`src/rtl/bp_pkg.sv`:
```
// bp_pkg: shared encodings for the BTB/RAS branch predictor
package bp_pkg;

    localparam logic [6:0] OP_BRANCH = 7'b1100011;
    localparam logic [6:0] OP_JAL    = 7'b1101111;
    localparam logic [6:0] OP_JALR   = 7'b1100111;

    localparam logic [2:0] F3_BEQ  = 3'b000;
    localparam logic [2:0] F3_BNE  = 3'b001;
    localparam logic [2:0] F3_BLT  = 3'b100;
    localparam logic [2:0] F3_BGE  = 3'b101;
    localparam logic [2:0] F3_BLTU = 3'b110;
    localparam logic [2:0] F3_BGEU = 3'b111;

    typedef enum logic [1:0] {BT_BR, BT_JAL, BT_JALR, BT_RET} br_type_e;

    localparam logic [1:0] MP_OK        = 2'b00;
    localparam logic [1:0] MP_NOT_TAKEN = 2'b01;
    localparam logic [1:0] MP_TAKEN     = 2'b10;

    // x1/x5 are the RISC-V link registers used for call/return hints
    function automatic logic is_link(input logic [4:0] r);
        return r == 5'd1 || r == 5'd5;
    endfunction

endpackage

```
`src/rtl/bp_ras.sv`:
```
// bp_ras: circular return address stack; overflow overwrites the oldest entry
module bp_ras #(
    parameter int XLEN      = 32,
    parameter int RAS_DEPTH = 8
) (
    input  logic            clk_i,
    input  logic            rst_i,
    input  logic            flush_i,
    input  logic            push_i,
    input  logic            pop_i,
    input  logic [XLEN-1:0] push_data_i,
    output logic [XLEN-1:0] top_o,
    output logic            empty_o
);

    localparam int PW = $clog2(RAS_DEPTH);
    localparam int CW = $clog2(RAS_DEPTH + 1);
    localparam logic [CW-1:0] FULL = CW'(RAS_DEPTH);

    logic [XLEN-1:0] stack_q [RAS_DEPTH];
    logic [PW-1:0]   ptr_q, ptr_d, top_ptr, wr_ptr;
    logic [CW-1:0]   cnt_q, cnt_d;
    logic            do_pop;

    assign empty_o = cnt_q == '0;
    assign top_ptr = ptr_q - 1'b1;
    assign top_o   = stack_q[top_ptr];
    assign do_pop  = pop_i && !empty_o;

    // push+pop replaces the top in place; a pop on an empty stack is ignored
    always_comb begin
        ptr_d  = ptr_q;
        cnt_d  = cnt_q;
        wr_ptr = (push_i && do_pop) ? top_ptr : ptr_q;
        if (push_i && !do_pop) begin
            ptr_d = ptr_q + 1'b1;
            cnt_d = (cnt_q == FULL) ? cnt_q : cnt_q + 1'b1;
        end else if (do_pop && !push_i) begin
            ptr_d = top_ptr;
            cnt_d = cnt_q - 1'b1;
        end
    end

    // pointer and occupancy; reset and flush both empty the stack
    always_ff @(posedge clk_i) begin
        if (rst_i || flush_i) begin
            ptr_q <= '0;
            cnt_q <= '0;
        end else begin
            ptr_q <= ptr_d;
            cnt_q <= cnt_d;
        end
    end

    // entry storage, no reset needed since occupancy guards reads
    always_ff @(posedge clk_i) begin
        if (push_i && !rst_i && !flush_i)
            stack_q[wr_ptr] <= push_data_i;
    end

endmodule

```
`src/rtl/branch_predictor_btb_ras.sv`:
```
// branch_predictor_btb_ras: direct-mapped BTB with saturating counters plus return stack
module branch_predictor_btb_ras
    import bp_pkg::*;
#(
    parameter int XLEN        = 32,
    parameter int BTB_ENTRIES = 32,
    parameter int CNT_BITS    = 2,
    parameter int CNT_INIT    = 2,
    parameter int RAS_DEPTH   = 8
) (
    input  logic            clk_i,
    input  logic            rst_i,
    input  logic            flush_i,
    input  logic [XLEN-1:0] pc_i,
    output logic            hit_o,
    output logic [XLEN-1:0] predicted_pc_o,
    input  logic            ex_valid_i,
    input  logic [31:0]     inst_ex_i,
    input  logic [XLEN-1:0] pc_ex_i,
    input  logic            br_eq_i,
    input  logic            br_lt_i,
    input  logic [XLEN-1:0] target_ex_i,
    input  logic            hit_ex_i,
    input  logic [XLEN-1:0] pred_pc_ex_i,
    output logic [1:0]      mispredict_o,
    output logic [XLEN-1:0] redirect_pc_o
);

    localparam int IDX_W = $clog2(BTB_ENTRIES);
    localparam int TAG_W = XLEN - IDX_W - 2;
    localparam logic [CNT_BITS-1:0] CNT_RST = CNT_BITS'(CNT_INIT);

    logic                valid_q [BTB_ENTRIES];
    logic [TAG_W-1:0]    tag_q   [BTB_ENTRIES];
    logic [XLEN-1:0]     tgt_q   [BTB_ENTRIES];
    br_type_e            type_q  [BTB_ENTRIES];
    logic [CNT_BITS-1:0] cnt_q   [BTB_ENTRIES];

    logic [IDX_W-1:0]    f_idx, e_idx;
    logic [TAG_W-1:0]    e_tag;
    logic                f_match, e_match;
    logic [6:0]          opcode;
    logic [2:0]          f3;
    logic [4:0]          rd, rs1;
    logic                is_br, is_jal, is_jalr, br_cond, taken, upd;
    logic                wr_entry, wr_cnt, ras_push, ras_pop, ras_empty;
    br_type_e            ex_type;
    logic [CNT_BITS-1:0] cnt_base, cnt_d;
    logic [XLEN-1:0]     pc_plus4, ras_top;
    logic                unused_bits;

    assign unused_bits = ^{inst_ex_i[31:20], pc_i[1:0], pc_ex_i[1:0]};

    assign f_idx   = pc_i[IDX_W+1:2];
    assign f_match = valid_q[f_idx] && tag_q[f_idx] == pc_i[XLEN-1:IDX_W+2];
    assign hit_o   = f_match && (type_q[f_idx] != BT_BR || cnt_q[f_idx][CNT_BITS-1]);
    assign predicted_pc_o = (type_q[f_idx] == BT_RET && !ras_empty) ? ras_top : tgt_q[f_idx];

    assign opcode  = inst_ex_i[6:0];
    assign rd      = inst_ex_i[11:7];
    assign f3      = inst_ex_i[14:12];
    assign rs1     = inst_ex_i[19:15];
    assign is_br   = opcode == OP_BRANCH;
    assign is_jal  = opcode == OP_JAL;
    assign is_jalr = opcode == OP_JALR;

    assign br_cond = (f3 == F3_BEQ) ? br_eq_i :
                     (f3 == F3_BNE) ? !br_eq_i :
                     (f3 == F3_BLT || f3 == F3_BLTU) ? br_lt_i :
                     (f3 == F3_BGE || f3 == F3_BGEU) ? !br_lt_i : 1'b0;
    assign taken    = is_br ? br_cond : (is_jal || is_jalr);
    assign ex_type  = is_br ? BT_BR : is_jal ? BT_JAL :
                      (is_link(rs1) && !is_link(rd)) ? BT_RET : BT_JALR;
    assign pc_plus4 = pc_ex_i + XLEN'(4);

    assign mispredict_o = !ex_valid_i ? MP_OK :
                          (hit_ex_i && !taken) ? MP_NOT_TAKEN :
                          (taken && (!hit_ex_i || pred_pc_ex_i != target_ex_i)) ? MP_TAKEN : MP_OK;
    assign redirect_pc_o = taken ? target_ex_i : pc_plus4;

    assign e_idx   = pc_ex_i[IDX_W+1:2];
    assign e_tag   = pc_ex_i[XLEN-1:IDX_W+2];
    assign e_match = valid_q[e_idx] && tag_q[e_idx] == e_tag;
    assign upd     = ex_valid_i && !flush_i && !rst_i;

    // fresh allocations start from CNT_INIT before the taken adjustment
    always_comb begin
        cnt_base = e_match ? cnt_q[e_idx] : CNT_RST;
        cnt_d    = taken ? ((cnt_base == '1) ? cnt_base : cnt_base + 1'b1)
                         : ((cnt_base == '0) ? cnt_base : cnt_base - 1'b1);
        wr_entry = upd && taken;
        wr_cnt   = upd && (taken ? (!e_match || is_br) : (e_match && is_br));
    end

    // BTB state: reset clears everything, flush only invalidates, else EX update
    always_ff @(posedge clk_i) begin
        if (rst_i) begin
            for (int i = 0; i < BTB_ENTRIES; i++) begin
                valid_q[i] <= 1'b0;
                tag_q[i]   <= '0;
                tgt_q[i]   <= '0;
                type_q[i]  <= BT_BR;
                cnt_q[i]   <= CNT_RST;
            end
        end else if (flush_i) begin
            for (int i = 0; i < BTB_ENTRIES; i++)
                valid_q[i] <= 1'b0;
        end else begin
            if (wr_entry) begin
                valid_q[e_idx] <= 1'b1;
                tag_q[e_idx]   <= e_tag;
                tgt_q[e_idx]   <= target_ex_i;
                type_q[e_idx]  <= ex_type;
            end
            if (wr_cnt)
                cnt_q[e_idx] <= cnt_d;
        end
    end

    // link-register hints: rs1==rd with both links means a call only
    assign ras_push = upd && (is_jal || is_jalr) && is_link(rd);
    assign ras_pop  = upd && is_jalr && is_link(rs1) && !(ras_push && rs1 == rd);

    bp_ras #(.XLEN(XLEN), .RAS_DEPTH(RAS_DEPTH)) u_ras (
        .clk_i       (clk_i),
        .rst_i       (rst_i),
        .flush_i     (flush_i),
        .push_i      (ras_push),
        .pop_i       (ras_pop),
        .push_data_i (pc_plus4),
        .top_o       (ras_top),
        .empty_o     (ras_empty)
    );

endmodule
```
`config.mk`:
```
export PLATFORM = sky130hd
export DESIGN_NAME = branch_predictor_btb_ras
export DESIGN_NICKNAME = d
export VERILOG_FILES = /design/src/rtl/bp_pkg.sv /design/src/rtl/bp_ras.sv /design/src/rtl/branch_predictor_btb_ras.sv
export SDC_FILE = /design/constraint.sdc
export NUM_CORES = 2
export LEC_CHECK = 0
export ABC_AREA = 1
export BUFFER_PORTS_ARGS = -buffer_cell sky130_fd_sc_hd__buf_4
export CAP_MARGIN = 20
export CORE_ASPECT_RATIO = 1.4
export CORE_UTILIZATION = 35
export DETAILED_ROUTE_END_ITERATION = 7
export PLACE_DENSITY = 0.6
export SETUP_SLACK_MARGIN = 0.05
export SLEW_MARGIN = 20
export SYNTH_ARGS = -nofsm -noshare
export SYNTH_HDL_FRONTEND = slang
export SYNTH_SLANG_ARGS = --single-unit
```
`constraint.sdc`:
```
create_clock -name clk_i -period 10.4 [get_ports clk_i]
set_input_delay 3.12 -clock clk_i [delete_from_list [all_inputs] [get_ports clk_i]]
set_output_delay 3.12 -clock clk_i [all_outputs]
set_load 0.01 [all_outputs]
```
# --- Yosys cells after proc, flatten, opt, wreduce, memory -nomap -nowiden ---
# Memory sizes are Yosys's and may differ from the RTL's.
# Index checks and enable logic that the tools add are counted.
word_totals:
  ff_bits: 7
  mem_bits_rw: 2240
  output_inout_bits: 67
  elab_cells: 209
  memories: 6
mem_list:
  columns: ["name", "words", "width", "read_ports", "rd_clocked_by_memory_dff", "wr", "line", "text"]
  rows:
  - ["tgt_q", 32, 32, 1, 0, 32, "branch_predictor_btb_ras.sv:35", "logic [XLEN-1:0] tgt_q [BTB_ENTRIES];"]
  - ["tag_q", 32, 25, 2, 0, 32, "branch_predictor_btb_ras.sv:34", "logic [TAG_W-1:0] tag_q [BTB_ENTRIES];"]
  - ["u_ras.stack_q", 8, 32, 1, 0, 1, "bp_ras.sv:20", "logic [XLEN-1:0] stack_q [RAS_DEPTH];"]
  - ["cnt_q", 32, 2, 2, 0, 32, "branch_predictor_btb_ras.sv:37", "logic [CNT_BITS-1:0] cnt_q [BTB_ENTRIES];"]
  - ["type_q", 32, 2, 1, 0, 32, "branch_predictor_btb_ras.sv:36", "br_type_e type_q [BTB_ENTRIES];"]
  - ["valid_q", 32, 1, 2, 0, 32, "branch_predictor_btb_ras.sv:33", "logic valid_q [BTB_ENTRIES];"]
op_classes:
  addsub: 7
  n_eq_ne: 20
  mux: 86
  bitwise_logic: 32
  reduce_logical: 56
ops:
  columns: ["cell", "n"]
  rows:
  - ["$mux 32", 3]
  - ["$mux 1", 60]
  - ["$eq 25x25->1", 2]
  - ["$add 32x3->32 const B", 1]
  - ["$ne 32x32->1", 1]
  - ["$or 1x1->1", 32]
  - ["$reduce_or 32->1", 1]
  - ["$mux 25", 1]
  - ["$mux 5", 5]
  - ["$reduce_or 25->1", 1]
  - ["$logic_and 1x1->1", 24]
  - ["$mux 2", 11]
  - ["$eq 7x7->1 const B", 3]
  - ["$eq 3x3->1 const B", 4]
  - ["$logic_not 1->1", 12]
  - ["$mux 4", 3]
  - ["$eq 5x1->1 const B", 2]
  - ["$eq 5x3->1 const B", 2]
  - ["$logic_or 1x1->1", 9]
  - ["$mux 3", 3]
  - ["$eq 5x5->1", 1]
  - ["$add 4x1->4 const B", 1]
  - ["$eq 2x2->1 const B", 2]
  - ["$eq 4x4->1 const B", 1]
  - ["other kinds (14)", 16]

# --- Logic depth before layout (Yosys ltp) ---
depth:
  ltp_word: 15
  ltp_mapped: 26

# --- Cells and area by module ---
# A second synthesis with hierarchy kept.
unflattened:
  cells_unflattened: 12072
  area_unflattened_um2: 109955.5
modules_own_cells:
  columns: ["mod", "n_inst", "cells_each", "area_each_um2", "seq_area_each_um2"]
  rows:
  - ["branch_predictor_btb_ras", 1, 11252, 99511.7, 59256.8]
  - ["bp_ras", 1, 820, 10443.8, 7827.5]

# --- Least setup slack after synthesis ---
# No wires, ideal clock.
synth_timing:
  path_type: "in2out"
  from: "input pc_ex_i[3]"
  to: "output redirect_pc_o[25]"
  arrival_ps: 5398
  t_required_ps: 7280
  path_slack_ps: 1882
  path_stages: 16
  path_cell_list: "buf_2 > inv_2 > buf_6 > buf_6 > buf_6 > nor3_4 > nand4_1 > nor2_1 > nand2_1 > nor4_2 > nand2_1 > nor3_2 > nand2_1 > xor2_1 > nand2_1 > o21ai_1"
synth_between:
  elab_chain_cells: 2
synth_lines:
  columns: ["item", "line", "text"]
  rows:
  - ["start, declared", "branch_predictor_btb_ras.sv:19", "input logic [XLEN-1:0] pc_ex_i,"]
  - ["$add 32x3->32", "branch_predictor_btb_ras.sv:74", "assign pc_plus4 = pc_ex_i + XLEN'(4);"]
  - ["net pc_plus4[25]", "branch_predictor_btb_ras.sv:49", "logic [XLEN-1:0] pc_plus4, ras_top;"]
  - ["$mux 32", "branch_predictor_btb_ras.sv:79", "assign redirect_pc_o = taken ? target_ex_i : pc_plus4;"]
  - ["end, declared", "branch_predictor_btb_ras.sv:26", "output logic [XLEN-1:0] redirect_pc_o"]
# The timed path passes the listed nets, and every way through them passes these cells.

# --- Final worst setup path ---
layout_timing:
  from: "input pc_i[3]"
  to: "output hit_o"
layout_between:
  elab_chain_cells: 4
layout_lines:
  columns: ["item", "line", "text"]
  rows:
  - ["start, declared", "branch_predictor_btb_ras.sv:14", "input logic [XLEN-1:0] pc_i,"]
  - ["$mem_v2 32x25 or $mem_v2 32x2 (tied branches)", null, null]
  - ["$eq 25x25->1 or $reduce_bool 2->1 (tied branches)", "branch_predictor_btb_ras.sv:55, branch_predictor_btb_ras.sv:56", null]
  - ["$logic_and 1x1->1 or $logic_or 1x1->1 (tied branches)", "branch_predictor_btb_ras.sv:55, branch_predictor_btb_ras.sv:56", null]
  - ["$logic_and 1x1->1 (*)", "branch_predictor_btb_ras.sv:56", "assign hit_o = f_match && (type_q[f_idx] != BT_BR || cnt_q[f_idx][CNT_BITS-1]);"]
  - ["end, declared", "branch_predictor_btb_ras.sv:15", "output logic hit_o,"]
# Mark *: on every way between the ends. The rest lies on a longest branch, timed or not.

==> results.json <==
{
  "outcome": "finished with violations",
  "violations": "design-rule violations",
  "grt_pass1_vias": 87070,
  "synth-simple-area-share_pct": 20.10,
  "hp-class": "flop to flop",
  "yosys-top-cells-count": "nor2_1 (2988), edfxtp_1 (2208), nand2_1 (2109)",
  "cts_made_buffers": 229,
  "seq_area_frac_synth_pct": 60.92,
  "synthAdderAreaFrac_pct": 0.1432,
  "synthArstFlopShare_pct": 0,
  "synth_warnings": 0,
  "placed_cells": 15680,
  "power.density_nw_per_um2": 168.4,
  "fin_skew_ps": 60.13,
  "period_share_pct": 93.10,
  "initial_core_util_pct": 35.20,
  "clock_latency_ps": 940,
  "slew_viol_final": 0,
  "routabilityCongestion": 0.9519,
  "cts.clk_slew.worst_paths_ps": 60,
  "setup_viol": 0,
  "clockBufferDepth": 4,
  "wire_per_inst_um": 27.98,
  "syn_nets": 12210,
  "synth_ff_type": "edfxtp_1",
  "holdBufCountCts": 0,
  "dpl_worst_slack_ps": 863.8,
  "die_area_sq_um": 316900,
  "postLayoutCoreUtil_pct": 39.55,
  "cts_tree": "done",
  "relSlewSlack_pct": 21.32,
  "nets": 11930,
  "drt-vias-per-instance": 5.830,
  "post-cts-setup-buffers": 0,
  "instances_no_fill": 16110,
  "cts-root-buf": "clkbuf_16",
  "ant_nets": 0,
  "htreeDepth": 4,
  "portBuffers": 219,
  "grt_max_degree": 192,
  "post-dp-hpwl_um": 254500,
  "p_leak_uw": 0.04771,
  "yosysMostFrequentCell": "nor2_1",
  "synth_compound_area_share_pct": 12.21,
  "num_rows": 243,
  "area_delta_synth_final_pct": 12.36,
  "die_w_um": 476.1,
  "drt_iter0_markers": 13800,
  "worst_hold_slack_ps": 469.2,
  "grt_usage_pct": 27.58,
  "drt_drc_violations_left": 6,
  "synth_top_area_share_pct": 60.21,
  "syn_avg_cell_area_sq_um": 9.154,
  "yosysTopAreaCell": "edfxtp_1",
  "totalWireLength_um": 450800,
  "critPathLaunchType": "primary input",
  "vdd_drop_max_mv": 0.1431,
  "grt_pass1_wl_um": 627500,
  "fmax_mhz": 103.3,
  "synth_seq_cells": 2247,
  "nFillCells": 30600,
  "cts-resized-gates": 0,
  "drive_above_1_share_pct": 7.999,
  "grt_overflow": 0,
  "antenna_found_initial": 25,
  "crit_type": "primary input to output pin",
  "fin_tns_setup_ps": 0,
  "die_y_um": 665.7,
  "netlist_area_sq_um": 110100,
  "synthCells": 12030,
  "dr.pass1.iters": 8,
  "rsz0062_at_grt": "false",
  "crit_fanout": 48,
  "core_sq_um": 312900,
  "synth_xor_area_share_pct": 0.4692,
  "maxCapViolCount": 0,
  "synth_edf_count": 2208,
  "dr_total_vias": 93920,
  "synth_top_family_by_area": "simple AND/OR/NAND/NOR gates",
  "synth.distinct_cells": 48,
  "synth_area_leaders": "edfxtp_1 (60%), nor2_1 (10%), nand2_1 (7.2%)",
  "worst_pin_slew_ps": 1180,
  "muxShareOfSynthArea_pct": 0,
  "cts.sinks": 2247,
  "cp.required_ps": 7280,
  "endpoint_kind": "output pin",
  "critPathArrivalTime_ps": 6560,
  "layout_min_cycle_time_ps": 9683,
  "finalHoldViolations": 0,
  "design.portCount": 234,
  "setup_ws_ps": 717.3
}
[through the flow]
stage / cell area (sq um) / total power (uW)
floorplan: 110100 / 11800
global placement: 116500 / 12760
detailed placement: 116500 / 12790
CTS: 123600 / 20760
global route: 123700 / 21300
finish: 123700 / 20840
[registers in the layout, summed over array words and instances (netlist names)]
signal and cells:
u_ras.ptr_q 3, tag_q 800, u_ras.stack_q 256, u_ras.cnt_q 4, tgt_q 1024, cnt_q 64
type_q 64, valid_q 32
[final timing paths]
check | from | end | slack (ps) | depth (start not counted)
worst min-delay path | valid_q[2]$_DFF_P_ | valid_q[2]$_DFF_P_ | 470 | 2
worst max-delay path | pc_i[3] | hit_o | 720 | 15
worst max register to register | u_ras.ptr_q[0]$_SDFFE_PP0P_ | u_ras.stack_q[2][19]$_DFFE_PP_ | 5280 | 11
worst min register to register | valid_q[2]$_DFF_P_ | valid_q[2]$_DFF_P_ | 470 | 2
[per-layer routing]
layer,share of wire (%),vias to the layer above,GRT usage [%],wire length (um)
li1,-,40280,-,-
met1,35,45610,33.57,157600
met2,45,6421,43.48,203400
met3,12,1590,5.744,53800
met4,8.0,18,19.39,35870
met5,0.024,-,0,110
[cell usage in the layout, fill, tap and decap left out, types with 60 or more instances in the layout]
cell type and instances:
o22ai_1 154, edfxtp_1 2208, inv_1 614, o211ai_1 167, a221oi_1 68, clkbuf_16 235, buf_4 479, nand2_1 2043
clkinv_1 93, nor2_1 2969, o221ai_1 213, clkbuf_1 60, a21oi_1 415, nand3_1 498, o21ai_0 1235, nand2_4 65
[report_power, final]
group,switching (uW),leakage (uW),internal (uW),total (uW)
clock network,3600,0.00345,4560,8160
logic,1680,0.0231,559,2240
registers,128,0.0212,10300,10400
[worst max-delay path: stages]
cell and delay [ps]:
buf_8 200, inv_8 370, buf_4 360, o21ai_0 120
a21oi_1 180, o21ai_0 120, nand3_1 120, nand3_1 240
nand2_1 210, or2_2 120, nand3_1 260, nor2_1 510
nand3_1 160, nor2_1 140, buf_4 130
[final cells by class]
type / instances / area [sq um] / share of cell area, %
diodes: 16 / 40.04 / 0.03236
clock buffers: 297 / 6133 / 4.957
repair buffers: 540 / 4808 / 3.886
inverters: 668 / 2556 / 2.066
well taps: 4165 / 5211 / 4.212
clock inverters: 111 / 960.9 / 0.7766
flip-flops and latches: 2247 / 67090 / 54.22
multi-input cells: 8064 / 36940 / 29.85
[logic make-up (layout without fill, tap and decap cells)]
logic type	after synthesis	count (layout)
xor+xnor	59	59
compound gates	2319	2319
buf+inv	1719	1616
fa+ha+maj	12	12
flops	2247	2247
other cells	0	16
simple gates	5674	5674
(Power assumes the default switching activity.)
